## src/rtl/mul_add_16bit.sv

```systemverilog
// Sequential shift-add multiply-accumulate: product = A*B + C (unsigned).
// Consumes one multiplier bit per clock; shares the divider's start/done handshake.
module mul_add_16bit #(
    parameter int WIDTH = 16
) (
    input  logic               clk,
    input  logic               reset,
    input  logic               start,
    input  logic [WIDTH-1:0]   A,
    input  logic [WIDTH-1:0]   B,
    input  logic [WIDTH-1:0]   C,
    output logic [2*WIDTH-1:0] product,
    output logic               busy,
    output logic               done
);

    localparam int PW = 2 * WIDTH;
    localparam int CW = $clog2(WIDTH);

    localparam logic [1:0] S_IDLE   = 2'd0;
    localparam logic [1:0] S_CALC   = 2'd1;
    localparam logic [1:0] S_FINISH = 2'd2;

    localparam logic [CW-1:0] CNT_LAST = CW'(WIDTH - 1);
    localparam logic [CW-1:0] CNT_ZERO = {CW{1'b0}};
    localparam logic [CW-1:0] CNT_ONE  = {{(CW-1){1'b0}}, 1'b1};

    logic [1:0]       state_r;
    logic [1:0]       next_state_s;
    logic [PW-1:0]    acc_r;
    logic [PW-1:0]    mcand_r;
    logic [WIDTH-1:0] mplier_r;
    logic [CW-1:0]    count_r;
    logic             load_s;
    logic             step_s;
    logic             finish_s;

    // State register
    always_ff @(posedge clk or negedge reset) begin
        if (!reset) begin
            state_r <= S_IDLE;
        end else begin
            state_r <= next_state_s;
        end
    end

    // Next-state decode; the unused encoding behaves as IDLE
    always_comb begin
        next_state_s = S_IDLE;
        case (state_r)
            S_IDLE: begin
                if (start) next_state_s = S_CALC;
                else       next_state_s = S_IDLE;
            end
            S_CALC: begin
                if (count_r == CNT_ZERO) next_state_s = S_FINISH;
                else                     next_state_s = S_CALC;
            end
            S_FINISH: next_state_s = S_IDLE;
            default: begin
                if (start) next_state_s = S_CALC;
                else       next_state_s = S_IDLE;
            end
        endcase
    end

    // Per-state datapath strobes
    always_comb begin
        load_s   = 1'b0;
        step_s   = 1'b0;
        finish_s = 1'b0;
        case (state_r)
            S_IDLE: begin
                if (start) load_s = 1'b1;
                else       load_s = 1'b0;
            end
            S_CALC:   step_s   = 1'b1;
            S_FINISH: finish_s = 1'b1;
            default: begin
                if (start) load_s = 1'b1;
                else       load_s = 1'b0;
            end
        endcase
    end

    // Datapath and registered outputs; acc is 2*WIDTH wide so A*B+C cannot overflow
    always_ff @(posedge clk or negedge reset) begin
        if (!reset) begin
            acc_r    <= {PW{1'b0}};
            mcand_r  <= {PW{1'b0}};
            mplier_r <= {WIDTH{1'b0}};
            count_r  <= CNT_ZERO;
            product  <= {PW{1'b0}};
            busy     <= 1'b0;
            done     <= 1'b0;
        end else if (load_s) begin
            acc_r    <= {{WIDTH{1'b0}}, C};
            mcand_r  <= {{WIDTH{1'b0}}, A};
            mplier_r <= B;
            count_r  <= CNT_LAST;
            busy     <= 1'b1;
            done     <= 1'b0;
        end else if (step_s) begin
            if (mplier_r[0]) acc_r <= acc_r + mcand_r;
            else             acc_r <= acc_r;
            mcand_r  <= {mcand_r[PW-2:0], 1'b0};
            mplier_r <= {1'b0, mplier_r[WIDTH-1:1]};
            count_r  <= count_r - CNT_ONE;
        end else if (finish_s) begin
            product <= acc_r;
            done    <= 1'b1;
            busy    <= 1'b0;
        end else begin
            acc_r <= acc_r;
        end
    end

endmodule

```

## config.mk

```make
export PLATFORM = sky130hd
export DESIGN_NAME = mul_add_16bit
export DESIGN_NICKNAME = d
export VERILOG_FILES = /design/src/rtl/mul_add_16bit.sv
export SDC_FILE = /design/constraint.sdc
export NUM_CORES = 1
export LEC_CHECK = 0
export BUFFER_PORTS_ARGS = -buffer_cell sky130_fd_sc_hd__clkbuf_2
export CORE_MARGIN = 8
export CORE_UTILIZATION = 50
export DETAILED_ROUTE_END_ITERATION = 8
export PLACE_DENSITY = 0.73
export SLEW_MARGIN = 20
export SYNTH_ARGS = -nofsm -noshare
export SYNTH_HDL_FRONTEND = slang
export SYNTH_SLANG_ARGS = --single-unit
export TNS_END_PERCENT = 50
```

## constraint.sdc

```tcl
create_clock -name clk -period 4 [get_ports clk]
set_input_delay 0.8 -clock clk [delete_from_list [all_inputs] [get_ports clk]]
set_output_delay 0.8 -clock clk [all_outputs]
set_load 0.02 [all_outputs]
```

==> run_results.csv, run 1 <==
group,metric,value,unit
status,outcome,"finished clean",
layout,finish.utilization,59.5,%
floorplanning,initial_core_util,50.8,%
timing,slew_headroom,30.7,%
timing,skew,0.00566,ns
power,power.density,728,nW/um2
global_route,grt_pass1_wl,25.7,mm
clocking,clockBufferDepth,2,
clocking,clkTransAtPathRegs,0.06,ns
global_route,track_usage,17.7,%
floorplanning,die_h,132,um
placement,numPortBuffers,84,
layout,layout.nets,832,
synthesis,synth_cell_types,67,
worst_setup_path,r2r-end,"acc_r[28]",
synthesis,synth_edf_count,0,
synthesis,async_flop_share,100,%
clocking,cts_buffers,17,
worst_setup_path,critPathMaxFanout,3,
clocking,cts.sinks,120,
worst_hold_path,whs_path_depth,1,
synthesis,synth_cells,674,
clocking,worstSkewPairLatency,0.42,ns
worst_setup_path,reg2reg_depth,11,
worst_setup_path,cp_data_arrival_time,3.43,ns
clocking,cts-root-buf,"clkbuf_16",
timing,worst_pin_slew,1.04,ns
synthesis,synth_fp_nets,760,
timing,slew_viol_final,0,
worst_hold_path,min_to,"done",
layout,antennaDiodeCount,0,
global_route,first_global_vias,5413,
detailed_routing,vias_per_cell,5.50,
worst_setup_path,worst_path_most_repeated_cell,"a21oi_1",
timing,period_minus_slack,3.18,ns
synthesis,yosysWarningCount,0,
clocking,cts_tree,"yes",
timing,setup_viol_count_final,0,
worst_setup_path,path_cells,"ha_1, fa_1, a211oi_1, o211ai_1, a31oi_2, and3b_1, o311ai_1, a21oi_1, xor2_1, nand2_1, a21oi_1",
worst_setup_path,rrSetupSlack,0.82,ns
worst_setup_path,cp-start-kind,"register",
run,cap_violations,0,
global_route,antenna_found_initial,0,
floorplanning,rows,42,
synthesis,yosysSeqAreaShare,45.0,%
worst_setup_path,critPathKind,"register to register",
worst_setup_path,critPathRequiredTime,4.25,ns
global_route,grt_max_degree,114,
floorplanning,top_level_ports,85,
synthesis,synth_area,6680,um2
clocking,post-cts-setup-buffers,0,
detailed_routing,ant_nets,0,
floorplanning,core_region_area,13100,um2
placement,place_congestion,0.867,
floorplanning,dieArea,17300,um2
detailed_routing,vias,5139,
worst_hold_path,hold_path.class,"register to register",
synthesis,syn_area_per_cell,9.91,um2
worst_setup_path,crit_path_end_kind,"register",
layout,final_cell_mix,"dfrtp_1 (120), nand2_1 (94), clkbuf_2 (83)",
worst_setup_path,cpLargestDelayFamily,"compound AO/OA/AOI/OAI gates",
global_route,grt.overflow.total,0,
timing,rsz0062_at_grt,"no",
detailed_routing,drc,0,
floorplanning,fp.dieW,132,um
detailed_routing,dr.pass1.iters,4,
clocking,post_cts_resized,0,
clocking,ctsHoldBuffers,0,
worst_setup_path,rr_startpoint,"acc_r[0]",
synthesis,synth_seq_cells,120,
worst_setup_path,cp_num_buf_inv,0,
clocking,htreeDepth,4,
power,ir_worst_vdd,0.390,mV
placement,detailed_place_hpwl,10.3,mm
worst_hold_path,hp-start,"done",
worst_setup_path,slowest_delay,0.43,ns
power,power.leakage,3.73,nW
detailed_routing,wl_per_cell,15.7,um
layout,area_delta_synth_final,17.0,%
layout,layout_commonest_cell,"dfrtp_1",
timing,hold_violations,0,
detailed_routing,wirelength,14.7,mm
detailed_routing,drt_iter0_markers,291,
timing,tns,0,ns
worst_setup_path,crit_slowest_cell,"fa_1",
synthesis,ys.flop_type,"dfrtp_1",
timing,timing.final.crit_share,79.4,%
timing,max_freq,315,MHz
layout,drive_gt1_share,23.6,%
-- layer usage --
layer | share of wire (%) | GRT usage, % | up-vias
li1 | - | - | 2547
met1 | 45 | 21.7 | 2473
met2 | 48 | 29.2 | 107
met3 | 5.0 | 4.80 | 12
met4 | 1.3 | 6.89 | 0
met5 | 0 | 0 | -
-- cell usage after synthesis, types with 4 or more instances --
| cell | n | share of area [%] |
|---|---|---|
| and3_1 | 4 | 0.37 |
| nor2_1 | 46 | 2.6 |
| xnor2_1 | 16 | 2.1 |
| clkbuf_1 | 29 | 1.6 |
| nand2_1 | 94 | 5.3 |
| nor3_1 | 7 | 0.52 |
| mux2i_1 | 46 | 6.9 |
| inv_1 | 8 | 0.45 |
| a31oi_1 | 8 | 0.75 |
| xor2_1 | 11 | 1.4 |
| a21o_1 | 11 | 1.2 |
| nand2b_1 | 5 | 0.47 |
| mux2_2 | 32 | 5.4 |
| dfrtp_1 | 120 | 45 |
| nand3_1 | 9 | 0.67 |
| o21ai_0 | 55 | 4.1 |
| a21oi_1 | 59 | 4.4 |
| a211oi_1 | 6 | 0.67 |
| ha_1 | 34 | 6.4 |
| nor2b_1 | 5 | 0.47 |
-- worst max path at each step --
stage          startpoint        end  slack [ns]  cells after the start
6_report         acc_r[0]  acc_r[28]        0.82                     11
2_1_floorplan    acc_r[0]  acc_r[26]        1.13                     11
5_1_grt          acc_r[0]  acc_r[30]        0.51                     11
4_1_cts          acc_r[0]  acc_r[28]        0.82                     11
3_5_place_dp     acc_r[0]  acc_r[28]        0.83                     11
3_3_place_gp     acc_r[0]  acc_r[26]        0.93                     11
-- worst reg2reg max path: stages (launching register included) --
cell and delay, ns:
dfrtp_1 0.40, ha_1 0.26, fa_1 0.43, a211oi_1 0.37, o211ai_1 0.21, a31oi_2 0.29, and3b_1 0.23, o311ai_1 0.38
a21oi_1 0.16, xor2_1 0.17, nand2_1 0.07, a21oi_1 0.06
-- power breakdown --
group	total (mW)	switching, mW	internal, mW
Clock	1.58	0.556	1.03
Combinational	2.35	1.37	0.986
Sequential	1.76	0.241	1.52
-- final cells by class --
type / count / area, um2
Timing Repair Buffer: 90 / 468
Fill cell: 1177 / 5320
Sequential cell: 120 / 3000
Clock inverter: 11 / 146
Clock buffer: 21 / 470
Inverter: 8 / 30.0
Tap cell: 176 / 220
Multi-Input combinational cell: 509 / 3480
-- per-stage QoR --
step	cell area [um2]	worst slack [ns]	hold slack, ns	power (mW)	std cells
5_1_grt	7820	0.510	0.517	6.10	935
4_1_cts	7820	0.818	0.496	5.71	935
3_5_place_dp	7200	0.831	0.483	4.10	903
2_1_floorplan	6680	1.13	0.479	3.64	674
6_report	7820	0.823	0.494	5.69	935
3_3_place_gp	7200	0.931	0.480	4.02	903
-- sequential cells by signal, indices dropped and copies added (netlist names) --
| register | count |
|---|---|
| acc_r | 32 |
| mcand_r | 32 |
| product | 32 |
| mplier_r | 16 |
| count_r | 4 |
| state_r | 2 |
| busy | 1 |
| done | 1 |
-- cells by family after synthesis --
logic type | after synthesis | synth area share [%]
adders and majority gates | 35 | 6.67
and+or+nand+nor | 195 | 13.4
DFF | 120 | 45.0
xor gates and xnor gates | 27 | 3.54
buffers and inverters | 45 | 3.03
muxes | 78 | 12.3
AOI/OAI and AO/OA | 174 | 16.1
(Power assumes the default switching activity.)
==> inputs of run 2 (changes only) <==
- ABC_AREA: default -> 1
- clock period: 4 -> 3 ns (I/O delays scaled with it)
==> run_results.csv, run 2 <==
group,metric,value,unit
timing,tns,0,ns
global_route,first_global_vias,6604,
synthesis,ys_top_cells_by_count,"nand2_1 (394), inv_1 (142), dfrtp_1 (120), nand3_1 (71), o21ai_0 (65)",
power,p_int,4.99,mW
timing,whs,0.190,ns
worst_setup_path,reg2reg_depth,10,
global_route,grt.overflow.total,0,
worst_setup_path,critPathRequiredTime,3.32,ns
clocking,cts-root-buf,"clkbuf_16",
power,power.leakage,4.68,nW
timing,skew,0.00890,ns
worst_setup_path,slowest_delay,0.48,ns
clocking,cts.sinks,120,
clocking,clkTransAtPathRegs,0.06,ns
power,swShare,42.4,%
global_route,track_usage,21.7,%
layout,multiInputGateArea,3560,um2
worst_setup_path,cp_data_arrival_time,2.51,ns
synthesis,syn_area_per_cell,7.04,um2
timing,max_freq,456,MHz
clocking,clockBufferDepth,2,
synthesis,synth_cells,1031,
synthesis,yosysWarningCount,0,
timing,slew_viol_final,0,
layout,antennaDiodeCount,0,
power,seq_power_share,30.0,%
worst_setup_path,rrSetupSlack,0.81,ns
clocking,cts_buffers,17,
power,power_frac_clock,26.1,%
detailed_routing,drc,0,
synthesis,synthTopCellsByArea,"dfrtp_1 (41%), nand2_1 (20%), inv_1 (7.3%), ha_1 (5.9%), nand3_1 (4.9%)",
floorplanning,initial_core_util,50.5,%
worst_setup_path,crit_slowest_cell,"fa_1",
detailed_routing,dr.pass1.iters,5,
layout,drive_gt1_share,12.5,%
worst_setup_path,rr_startpoint,"acc_r[0]",
power,pwr-share-comb,43.9,%
layout,regArea,3000,um2
detailed_routing,ant_nets,0,
synthesis,synth_seq_cells,120,
synthesis,yosysSeqAreaShare,41.4,%
placement,place_congestion,0.920,
power,power.density,1020,nW/um2
detailed_routing,vias_per_cell,5.23,
synthesis,synth_fp_nets,1117,
synthesis,synth_cell_types,34,
clocking,htreeDepth,4,
floorplanning,die_h,136,um
worst_setup_path,critPathMaxFanout,4,
synthesis,ys.flop_type,"dfrtp_1",
global_route,antenna_found_initial,0,
power,p_total,8.68,mW
worst_setup_path,cp_num_buf_inv,0,
timing,hold_violations,0,
timing,slew_headroom,57.1,%
power,p_switching,3.68,mW
status,outcome,"finished clean",
synthesis,synth_edf_count,0,
worst_setup_path,critPathKind,"register to register",
timing,worst_pin_slew,0.643,ns
synthesis,async_flop_share,100,%
placement,placed_area,7870,um2
worst_setup_path,worst_path_most_repeated_cell,"nand3_1",
placement,numPortBuffers,84,
placement,preCtsSetupSlack,0.850,ns
global_route,grt_max_degree,48,
clocking,worstSkewPairLatency,0.43,ns
detailed_routing,wl_per_cell,14.5,um
layout,n_fill_cell,1354,
worst_hold_path,hold_path.class,"primary input to asynchronous set/reset pin",
worst_setup_path,cpLargestDelayFamily,"simple AND/OR/NAND/NOR gates",
power,ir_worst_vdd,0.499,mV
layout,layoutNonFillerInstCount,1308,
worst_setup_path,cp-start-kind,"register",
placement,place_inst,1276,
layout,final_cell_mix,"nand2_1 (394), inv_1 (142), dfrtp_1 (120)",
detailed_routing,vias,6838,
global_route,grt_pass1_wl,31.7,mm
placement,detailed_place_hpwl,14.0,mm
floorplanning,dieArea,18600,um2
worst_setup_path,cp.depth,10,
detailed_routing,drt_iter0_markers,494,
timing,rsz0062_at_grt,"no",
detailed_routing,wirelength,19.0,mm
floorplanning,top_level_ports,85,
run,cap_violations,0,
floorplanning,rows,44,
synthesis,synth_area,7260,um2
clocking,ctsHoldBuffers,0,
synthesis,synth_top_area_share,41.4,%
clocking,post_cts_resized,0,
clocking,post-cts-setup-buffers,0,
floorplanning,core_region_area,14400,um2
worst_setup_path,crit_path_end_kind,"register",
layout,finish.utilization,59.3,%
layout,layout_commonest_cell,"nand2_1",
synthesis,yosysMostFrequentCell,"nand2_1",
layout,reg_top3,"acc_r x32, mcand_r x32, product x32",
floorplanning,fp.dieW,136,um
worst_setup_path,r2r-end,"acc_r[28]",
layout,area_delta_synth_final,17.5,%
timing,period_minus_slack,2.19,ns
worst_setup_path,path_cells,"ha_1, fa_1, nand3_1, nand3_1, nand3_1, nand3_1, nand2_1, nand3_1, nand3_1, nand2_1",
timing,timing.final.crit_share,73.0,%
timing,setup_viol_count_final,0,
layout,layout.nets,1197,
synthesis,yosysTopAreaCell,"dfrtp_1",
timing,setup_ws,0.809,ns
layout,final_area,8530,um2
clocking,cts_tree,"yes",
==> run 2: kinds of logic (layout without fill, tap and decap cells) <==
family | count (synthesis) | in the layout | synth area share (%)
flops | 120 | 120 | 41.4
buf+inv | 180 | 273 | 9.57
fa+ha+maj | 35 | 35 | 6.14
simple gates | 544 | 544 | 30.5
compound gates | 141 | 141 | 11.1
xor+xnor | 11 | 11 | 1.33
==> run 2: power by group through the flow <==
stage               Combinational [mW]  Clock [mW]  Sequential [mW]
finish                            3.81        2.27             2.60
global placement                  3.68           0             2.60
CTS                               3.80        2.29             2.59
floorplan                         2.93           0             2.43
global route                      4.35        2.36             2.66
detailed placement                3.75           0             2.61
==> run 2: area by class of cell <==
cell class	count	area share, %
multi-input combinational	731	41.7
sequential	120	35.2
inverter	146	6.43
timing repair buffer	95	6.22
clock buffer	21	5.40
tap	184	2.70
clock inverter	11	2.29
==> run 2: worst reg2reg max path, cell delays in order, from the launching register on <==
cell and delay (ns):
dfrtp_1 0.40, ha_1 0.27, fa_1 0.48, nand3_1 0.12, nand3_1 0.19, nand3_1 0.13, nand3_1 0.15, nand2_1 0.14
nand3_1 0.08, nand3_1 0.09, nand2_1 0.05
==> run 2: how the worst max path moves through the flow <==
| stage | startpoint | to | slack (ns) |
|---|---|---|---|
| 3_3_place_gp | acc_r[0] | acc_r[28] | 0.89 |
| 3_5_place_dp | acc_r[0] | acc_r[28] | 0.85 |
| 2_1_floorplan | acc_r[0] | acc_r[8] | 1.12 |
| 6_report | acc_r[0] | acc_r[28] | 0.81 |
| 4_1_cts | acc_r[0] | acc_r[28] | 0.81 |
| 5_1_grt | acc_r[0] | acc_r[28] | 0.59 |
==> run 2: layer usage <==
metal / global-route usage, % / wire [um] / vias up
li1: - / - / 3432
met1: 29.4 / 9110 / 3154
met2: 32.3 / 8170 / 212
met3: 5.36 / 1240 / 40
met4: 9.58 / 458 / 0
met5: 0 / 0 / -
==> inputs of run 3 (changes only) <==
- clock period: 3 -> 2.2 ns (I/O delays scaled with it)
==> run_results.csv, run 3 (synthesis gave the netlist of run 2 again) <==
group,metric,value,unit
layout,layout.nets,1208,
global_route,antenna_found_initial,0,
worst_setup_path,critPathRequiredTime,2.51,ns
clocking,cts_buffers,17,
clocking,clkTransAtPathRegs,0.06,ns
clocking,cts-root-buf,"clkbuf_16",
power,power.leakage,4.72,nW
timing,setup_ws,0.204,ns
placement,placed_area,7960,um2
detailed_routing,wl_per_cell,15.3,um
detailed_routing,vias,6777,
floorplanning,initial_core_util,50.5,%
detailed_routing,drt_iter0_markers,504,
worst_setup_path,cp-start-kind,"register",
worst_setup_path,rrSetupSlack,0.20,ns
floorplanning,top_level_ports,85,
global_route,grt.overflow.total,0,
clocking,clockBufferDepth,2,
layout,area_delta_synth_final,18.4,%
timing,max_freq,501,MHz
timing,tns,0,ns
status,outcome,"finished clean",
layout,layout_commonest_cell,"nand2_1",
worst_hold_path,hold_path.class,"primary input to register",
detailed_routing,vias_per_cell,5.14,
worst_setup_path,r2r-end,"acc_r[30]",
floorplanning,fp.dieW,136,um
detailed_routing,ant_nets,0,
timing,slew_viol_final,0,
worst_setup_path,rr_startpoint,"mcand_r[2]",
placement,place_congestion,0.939,
power,power.density,1370,nW/um2
detailed_routing,wirelength,20.2,mm
global_route,first_global_vias,6600,
placement,numPortBuffers,84,
layout,drive_gt1_share,13.6,%
global_route,grt_max_degree,46,
clocking,cts.sinks,120,
floorplanning,rows,44,
worst_setup_path,critPathKind,"register to register",
clocking,htreeDepth,4,
placement,preCtsSetupSlack,0.0999,ns
timing,slew_headroom,69.1,%
power,ir_worst_vdd,0.769,mV
timing,worst_pin_slew,0.463,ns
global_route,track_usage,23.2,%
clocking,worstSkewPairLatency,0.43,ns
worst_setup_path,crit_start,"mcand_r[2]",
worst_setup_path,cp_data_arrival_time,2.31,ns
run,cap_violations,0,
worst_setup_path,reg2reg_depth,12,
detailed_routing,drc,0,
layout,final_area,8590,um2
clocking,cts_tree,"yes",
worst_setup_path,critPathMaxFanout,6,
worst_setup_path,timing.critical_path.to,"acc_r[30]",
timing,timing.final.crit_share,90.7,%
floorplanning,dieArea,18600,um2
floorplanning,core_region_area,14400,um2
layout,reg_top3,"acc_r x32, mcand_r x32, product x32",
detailed_routing,dr.pass1.iters,5,
timing,setup_viol_count_final,0,
layout,antennaDiodeCount,0,
timing,period_minus_slack,2.00,ns
layout,final_cell_mix,"nand2_1 (394), inv_1 (142), dfrtp_1 (120)",
timing,skew,0.00970,ns
floorplanning,die_h,136,um
clocking,post-cts-setup-buffers,0,
worst_setup_path,crit_path_end_kind,"register",
timing,hold_violations,0,
worst_hold_path,hp-start,"A[0]",
timing,rsz0062_at_grt,"no",
placement,detailed_place_hpwl,15.3,mm
global_route,grt_pass1_wl,33.6,mm
-- run 3: cell types whose count changed in the layout (fill, tap and decap cells not counted), moves of 2 or more --
cell       change
clkbuf_1       -2
buf_4          +9
bufinv_16      -2
inv_6          +2
-- run 3: repair_timing --
item,4_1_cts,5_1_grt
setup endpoints to repair,0,6
resized for setup,0,2
hold buffers,1,0
endpoints found under the hold margin,25,0
-- run 3: report_power, final --
part / leakage, nW / switching, mW / internal (mW) / total [mW]
Clock: 0.289 / 1.06 / 1.81 / 2.87
Sequential: 1.47 / 0.604 / 2.92 / 3.53
Combinational: 2.96 / 3.49 / 1.92 / 5.41
Total: 4.72 / 5.16 / 6.65 / 11.8
-- run 3: layer usage --
metal  share of wire [%]  track usage (%)
met4                 1.5             7.50
met2                  45             36.5
met5                   0                0
met3                 6.1             4.95
met1                  47             31.2
-- run 3: worst max-delay path: stages (launching register included) --
cell     delay [ns]
dfrtp_1        0.43
ha_1           0.44
nand2_1        0.08
nor2_1         0.14
nand2_1        0.09
nand3_2        0.10
nand2_1        0.07
nand2_2        0.15
nand2_1        0.12
nand2_1        0.08
nand2_1        0.05
nand3_1        0.06
nand2_1        0.06
-- run 3: cell type report --
class	count	area (um2)
fillers	1374	5780
clock buffers	18	439
multi-input cells	731	3570
repair buffers	106	628
inverters	146	548
clock inverters	14	174
flip-flops and latches	120	3000
well taps	184	230
-- run 3: how the worst min path moves through the flow --
stage,depth (start not counted),end
after floorplan,0,acc_r[0]
after global placement,1,product[21]
after detailed placement,1,product[21]
after CTS,3,mcand_r[0]
after global routing,3,mcand_r[0]
final,3,mcand_r[0]
-- run 3: through the flow --
stage | std cells | hold slack [ns] | util, % | power (mW)
finish | 1319 | 0.227 | 59.8 | 11.8
CTS | 1319 | 0.213 | 59.7 | 11.8
global route | 1319 | 0.227 | 59.8 | 12.8
detailed placement | 1286 | 0.410 | 55.4 | 8.87
floorplan | 1031 | 0.144 | - | 7.31
global placement | 1286 | 0.412 | 55.4 | 8.76
